## src/rtl/mem_req_arbiter.sv

```systemverilog
// mem_req_arbiter
//   Shares one pipelined memory read port among three requesters:
//   icache miss fill (i), dcache demand miss (d) and data prefetcher (p).
//   Every issued read is recorded in an in-order tracking FIFO holding
//   {source mask, block address}. Memory responses pop the FIFO head and are
//   steered back, one cycle later, to every requester named in the mask.
//
//   Arbitration: d > i > p, with a starvation counter that lets i beat d
//   after STARVE_LIM consecutive losses. One FIFO slot is always kept back
//   for demand traffic. A prefetch whose block is already in flight, or is
//   being granted to i/d this cycle, is acknowledged and dropped without
//   a memory read.
//
//   Optional build macro MEM_ARB_MERGE_EN: a demand d request whose block
//   is already in flight as a prefetch is merged into that FIFO entry
//   instead of issuing a second read. The default build (macro undefined)
//   always issues d to memory.
//
// Parameters
//   MAX_OUT     in-flight read limit / FIFO depth (power of 2, >= 2)
//   STARVE_LIM  consecutive d-over-i wins before i is forced through
//
// Ports
//   clk, rst_n                  clock, asynchronous active-low reset
//   i_req/i_addr/i_gnt          icache request (held until granted)
//   d_req/d_addr/d_gnt          dcache demand request (held until granted)
//   p_req/p_addr/p_gnt          prefetch request (may be withdrawn)
//   mem_req/mem_addr/mem_ready  memory read issue, block aligned address
//   mem_rvalid/mem_rdata        in-order memory response
//   i_rvalid/d_rvalid/p_rvalid  registered response strobes
//   r_addr/r_data               registered response block address / data
//   err                         sticky: response arrived with nothing in flight
module mem_req_arbiter #(
  parameter int MAX_OUT    = 4,
  parameter int STARVE_LIM = 8
) (
  input  logic        clk,
  input  logic        rst_n,
  input  logic        i_req,
  input  logic [15:0] i_addr,
  output logic        i_gnt,
  input  logic        d_req,
  input  logic [15:0] d_addr,
  output logic        d_gnt,
  input  logic        p_req,
  input  logic [15:0] p_addr,
  output logic        p_gnt,
  output logic        mem_req,
  output logic [15:0] mem_addr,
  input  logic        mem_ready,
  input  logic        mem_rvalid,
  input  logic [63:0] mem_rdata,
  output logic        i_rvalid,
  output logic        d_rvalid,
  output logic        p_rvalid,
  output logic [15:0] r_addr,
  output logic [63:0] r_data,
  output logic        err
);

  localparam int PTR_W = (MAX_OUT > 1) ? $clog2(MAX_OUT) : 1;
  localparam int CNT_W = PTR_W + 1;
  localparam int STV_W = (STARVE_LIM > 0) ? $clog2(STARVE_LIM + 1) : 1;

  localparam logic [2:0] SRC_I = 3'b001;
  localparam logic [2:0] SRC_D = 3'b010;
  localparam logic [2:0] SRC_P = 3'b100;

  // Tracking FIFO. Entry validity is derived from rd_ptr/count, so the
  // storage itself needs no reset.
  logic [2:0]       ent_mask [MAX_OUT];
  logic [13:0]      ent_blk  [MAX_OUT];
  logic [PTR_W-1:0] rd_ptr;
  logic [PTR_W-1:0] wr_ptr;
  logic [CNT_W-1:0] count;
  logic [STV_W-1:0] starve_cnt;

  logic [MAX_OUT-1:0] ent_vld;
  logic [13:0]        i_blk;
  logic [13:0]        d_blk;
  logic [13:0]        p_blk;
  logic [2:0]         head_mask;
  logic [13:0]        head_blk;

  logic fifo_empty;
  logic fifo_full;
  logic pop;
  logic slot_dem;
  logic slot_pf;
  logic starved;
  logic can_issue;
  logic i_ok;
  logic d_ok;
  logic win_i;
  logic win_d;
  logic d_issue;
  logic d_merge;
  logic p_hit;
  logic p_dup;
  logic p_issue;
  logic push;
  logic [2:0]  push_mask;
  logic [13:0] dem_blk;
  logic [13:0] push_blk;

  // Word-offset bits never reach memory: reads are whole blocks.
  logic unused_word_bits;
  assign unused_word_bits = ^{i_addr[1:0], d_addr[1:0], p_addr[1:0]};

  assign i_blk     = i_addr[15:2];
  assign d_blk     = d_addr[15:2];
  assign p_blk     = p_addr[15:2];
  assign head_mask = ent_mask[rd_ptr];
  assign head_blk  = ent_blk[rd_ptr];

  // An entry is live when its distance from the head is below the count;
  // the subtraction wraps modulo MAX_OUT along with the pointers.
  always_comb begin
    ent_vld = '0;
    for (int k = 0; k < MAX_OUT; k++) begin
      ent_vld[k] = ({1'b0, PTR_W'(k) - rd_ptr} < count);
    end
  end

  assign fifo_empty = (count == '0);
  assign fifo_full  = (count == CNT_W'(MAX_OUT));
  assign pop        = mem_rvalid && !fifo_empty;
  // A response leaving this cycle frees its slot for a demand issue at once.
  assign slot_dem   = !fifo_full || pop;
  // Prefetch never takes the last slot, so demand misses cannot be blocked
  // by speculative traffic.
  assign slot_pf    = (count < CNT_W'(MAX_OUT - 1));
  assign starved    = (starve_cnt == STV_W'(STARVE_LIM));
  assign can_issue  = mem_ready && slot_dem;

`ifdef MEM_ARB_MERGE_EN
  logic             merge_hit;
  logic [PTR_W-1:0] merge_idx;

  // At most one live entry per block can carry the p bit (prefetches are
  // deduplicated against the FIFO), so the search needs no priority order.
  // The head entry is excluded when it is leaving this cycle.
  always_comb begin
    merge_hit = 1'b0;
    merge_idx = '0;
    for (int k = 0; k < MAX_OUT; k++) begin
      if (ent_vld[k] && ent_mask[k][2] && (ent_blk[k] == d_blk) &&
          !(pop && (PTR_W'(k) == rd_ptr))) begin
        merge_hit = 1'b1;
        merge_idx = PTR_W'(k);
      end
    end
  end

  assign d_merge = d_req && merge_hit;
`else
  assign d_merge = 1'b0;
`endif

  // Demand arbitration: d wins unless i has been starved for STARVE_LIM
  // cycles. A merge lets d win even without mem_ready or a free slot.
  assign i_ok    = i_req && can_issue;
  assign d_ok    = d_req && (d_merge || can_issue);
  assign win_i   = i_ok && (!d_ok || starved);
  assign win_d   = d_ok && !win_i;
  assign d_issue = win_d && !d_merge;
  assign dem_blk = win_i ? i_blk : d_blk;

  always_comb begin
    p_hit = 1'b0;
    for (int k = 0; k < MAX_OUT; k++) begin
      if (ent_vld[k] && (ent_blk[k] == p_blk)) begin
        p_hit = 1'b1;
      end
    end
  end

  // A duplicate prefetch is simply acknowledged: the data is already on
  // its way (or about to be) for another requester.
  assign p_dup   = p_req && (p_hit || ((win_i || win_d) && (dem_blk == p_blk)));
  assign p_issue = p_req && !p_dup && !win_i && !win_d && mem_ready && slot_pf;

  assign push      = win_i || d_issue || p_issue;
  assign push_mask = win_i ? SRC_I : (d_issue ? SRC_D : SRC_P);
  assign push_blk  = p_issue ? p_blk : dem_blk;

  // Combinational handshake outputs are forced low while reset is held.
  assign i_gnt    = rst_n && win_i;
  assign d_gnt    = rst_n && win_d;
  assign p_gnt    = rst_n && (p_dup || p_issue);
  assign mem_req  = rst_n && push;
  assign mem_addr = (rst_n && push) ? {push_blk, 2'b00} : 16'h0000;

  // ---- FIFO storage write (issue stage) ----
  always_ff @(posedge clk) begin
    if (push) begin
      ent_mask[wr_ptr] <= push_mask;
      ent_blk[wr_ptr]  <= push_blk;
    end
`ifdef MEM_ARB_MERGE_EN
    if (win_d && d_merge) begin
      ent_mask[merge_idx] <= ent_mask[merge_idx] | SRC_D;
    end
`endif
  end

  // ---- control state and registered response stage ----
  always_ff @(posedge clk or negedge rst_n) begin
    if (!rst_n) begin
      rd_ptr     <= '0;
      wr_ptr     <= '0;
      count      <= '0;
      starve_cnt <= '0;
      err        <= 1'b0;
      i_rvalid   <= 1'b0;
      d_rvalid   <= 1'b0;
      p_rvalid   <= 1'b0;
      r_addr     <= '0;
      r_data     <= '0;
    end else begin
      if (push) wr_ptr <= wr_ptr + PTR_W'(1);
      if (pop)  rd_ptr <= rd_ptr + PTR_W'(1);

      case ({push, pop})
        2'b10:   count <= count + CNT_W'(1);
        2'b01:   count <= count - CNT_W'(1);
        default: count <= count;
      endcase

      // Counts consecutive cycles where i waits while d takes the port.
      if (!i_req || win_i) begin
        starve_cnt <= '0;
      end else if (win_d && !starved) begin
        starve_cnt <= starve_cnt + STV_W'(1);
      end

      i_rvalid <= pop && head_mask[0];
      d_rvalid <= pop && head_mask[1];
      p_rvalid <= pop && head_mask[2];
      if (pop) begin
        r_addr <= {head_blk, 2'b00};
        r_data <= mem_rdata;
      end

      if (mem_rvalid && fifo_empty) begin
        err <= 1'b1;
      end
    end
  end

endmodule

```

## config.mk

```make
export PLATFORM = sky130hd
export DESIGN_NAME = mem_req_arbiter
export DESIGN_NICKNAME = d
export VERILOG_FILES = /design/src/rtl/mem_req_arbiter.sv
export SDC_FILE = /design/constraint.sdc
export NUM_CORES = 1
export LEC_CHECK = 0
export CORE_UTILIZATION = 45
export DETAILED_ROUTE_END_ITERATION = 16
export HOLD_SLACK_MARGIN = 0.06
export PLACE_DENSITY_LB_ADDON = 0.05
export SLEW_MARGIN = 30
export SYNTH_ARGS = -nofsm -noshare
export SYNTH_HDL_FRONTEND = slang
export SYNTH_SLANG_ARGS = --single-unit
```

## constraint.sdc

```tcl
create_clock -name clk -period 9.7 [get_ports clk]
set_input_delay 1.94 -clock clk [delete_from_list [all_inputs] [get_ports clk]]
set_output_delay 1.94 -clock clk [all_outputs]
set_load 0.005 [all_outputs]
```

==> impl_metrics.toml <==
[synth]
ys_warn_count = 0
avgSynthCellArea_um2 = 11.2
ys_seq_area_share_pct = 54.6
netlist_instances = 716
async_flop_share_pct = 57.8
synth_ff_type = "dfrtp_1"
synth_area_mm2 = 0.00800
ys_top_cells_by_area = "dfrtp_1, edfxtp_1, nand2_1"
synth_edf_count = 68
synth_cell_type_count = 56
ys_ff_latch = 161
netlist.area_leader.share_pct = 29.1
yosysTopAreaCell = "dfrtp_1"

[layout]
final_common_cell = "clkdlybuf4s50_1"
syn_to_final_growth_pct = 35.9
layout-drive-gt1-share_pct = 9.73
num-nets-final = 1043
final_area_mm2 = 0.0109
layout_common_cells = "clkdlybuf4s50_1, nand2_1, dfrtp_1"
diodes = 0

[outcome]
status = "complete, no violations"

[setup_path]
required_ps = 7760
cp-start-kind = "primary input"
crit_arrival_ps = 5230
worst_setup_path_end_kind = "primary output"
cp_max_fo = 24
critPathKind = "in -> out"
r2r_setup_slack_ps = 5970

[drt]
vias = 5984
postRouteAntennaNets = 0
routedWlPerCell_um = 17.8
first_pass_iters = 5
drc = 0
wirelength_mm = 20.5
post_drt_via_cell_ratio = 5.20
drt_first_iter_violations = 253

[cts]
hold_buffers = 0
cts_root_buffer = "clkbuf_16"
cts_tree = "yes"
cts_made_buffers = 17
ctsResizeCount = 0
postCtsSetupRepairBufs = 0
insertion_delay_ps = 420
cts-htree-levels = 4
clock_sinks = 161
clkSlewWorstSetupHoldPaths_ps = 60
cts_buffer_depth = 2

[placement]
finalWeightedCongestion = 0.870
post-dp-hpwl_mm = 15.3
portBuffers = 212
dpl_cell_area_mm2 = 0.0103

[global_routing]
grt_pass1_wl_mm = 32.0
grt_max_degree = 83
antenna_found_initial = 0
grt_remaining_overflow = 0
grt_usage_pct = 23.1
grt_pass1_vias = 6083

[timing]
drv_slew = 0
tightest_slew_ps = 980
fin_skew_ps = 10.1
hold_viol = 0
setup_viol = 0
fmaxAchievable_ghz = 0.139
period_minus_slack_ps = 7170
rsz0062_at_grt = "false"
fin_crit_sh_pct = 74.0
max-slew-margin-rel_pct = 34.7
setup_tns_ps = 0

[floorplan]
io_pins = 223
coreArea_mm2 = 0.0173
rows = 48
die-width_um = 135
die_area_mm2 = 0.0183
start_util_pct = 46.2
fp.dieH_um = 135

[hold_path]
hp-class = "reg -> reg"

[pwr]
power_density_mw_per_mm2 = 245
p_leak_uw = 0.00454
peakVddDrop_uv = 133

[job]
drv_cap = 0
## sequential cells by signal, indices dropped and copies added, names as in the netlist, 2 cells and up
| name | count |
|---|---|
| ent_mask | 12 |
| starve_cnt | 4 |
| rd_ptr | 2 |
| ent_blk | 56 |
| r_addr | 14 |
| count | 3 |
| wr_ptr | 2 |
| r_data | 64 |
## worst paths after layout
path / end / from / cells past startpoint
min in group asynchronous: starve_cnt[0] / rst_n / 1
worst max register to register: count[2] / rd_ptr[1] / 13
worst min-delay path: err / err / 1
worst min register to register: err / err / 1
max in group asynchronous: rd_ptr[1] / rst_n / 3
worst max-delay path: mem_addr[14] / p_addr[15] / 9
## cell usage after synthesis (7+ instances only)
cell type,count
nor2_1,23
buf_2,13
ha_1,11
a31o_2,8
inv_1,28
xnor2_1,32
and2_1,9
clkbuf_1,23
dfrtp_1,93
xor2_1,43
nand4_1,9
mux4_2,17
nor4_1,7
a21oi_1,7
edfxtp_1,68
nor3_1,7
o22ai_1,8
mux2_2,15
nand2_1,201
mux2i_1,29
## cell families (layout without fill, tap and decap cells)
family	count (synthesis)	after routing	synth area share, %
buf+inv	77	283	4.35
compound gates	55	55	5.57
flops	161	161	54.6
other cells	1	4	0.0469
mux	61	61	10.5
fa+ha+maj	12	12	1.97
simple gates	274	274	14.7
xor+xnor	75	75	8.21
## routing by layer
metal  up-vias  share of wire (%)  global-route usage, %  wire, µm
met1      2886                 44                   30.5      9130
met5         -                  0                      0         0
met3        24                6.6                   4.41      1360
li1       2819                  -                      -         -
met2       255                 47                   38.1      9650
met4         0                1.9                   7.99       390
## layout make-up
type | instances | area (µm²)
clock inverters | 14 | 163
well taps | 225 | 282
repair buffers | 221 | 2210
inverters | 30 | 114
flip-flops and latches | 161 | 4370
clock buffers | 18 | 429
fillers | 1356 | 6430
multi-input cells | 481 | 3300
## power breakdown
part | switching [µW] | internal [µW] | total [µW]
clock | 261 | 403 | 664
sequential | 127 | 928 | 1050
combinational | 421 | 525 | 945
## stage by stage
stage	total power, µW	utilization [%]	instances	worst slack [ps]	hold WS [ps]
6_report	2660	62.8	1150	2530	457
2_1_floorplan	1540	-	719	4130	451
5_1_grt	2830	62.8	1150	2370	491
3_3_place_gp	1990	59.1	1115	2530	440
4_1_cts	2690	62.8	1150	2500	465
3_5_place_dp	2030	59.4	1118	2530	448
## worst max-delay path: stages
cell,delay [ps]
clkdlybuf4s50_1,640
xor2_1,260
a2111oi_0,560
nand4_1,160
o22ai_1,520
nor3_4,110
buf_4,280
a31o_2,290
clkdlybuf4s50_1,450
(Power assumes the default switching activity.)
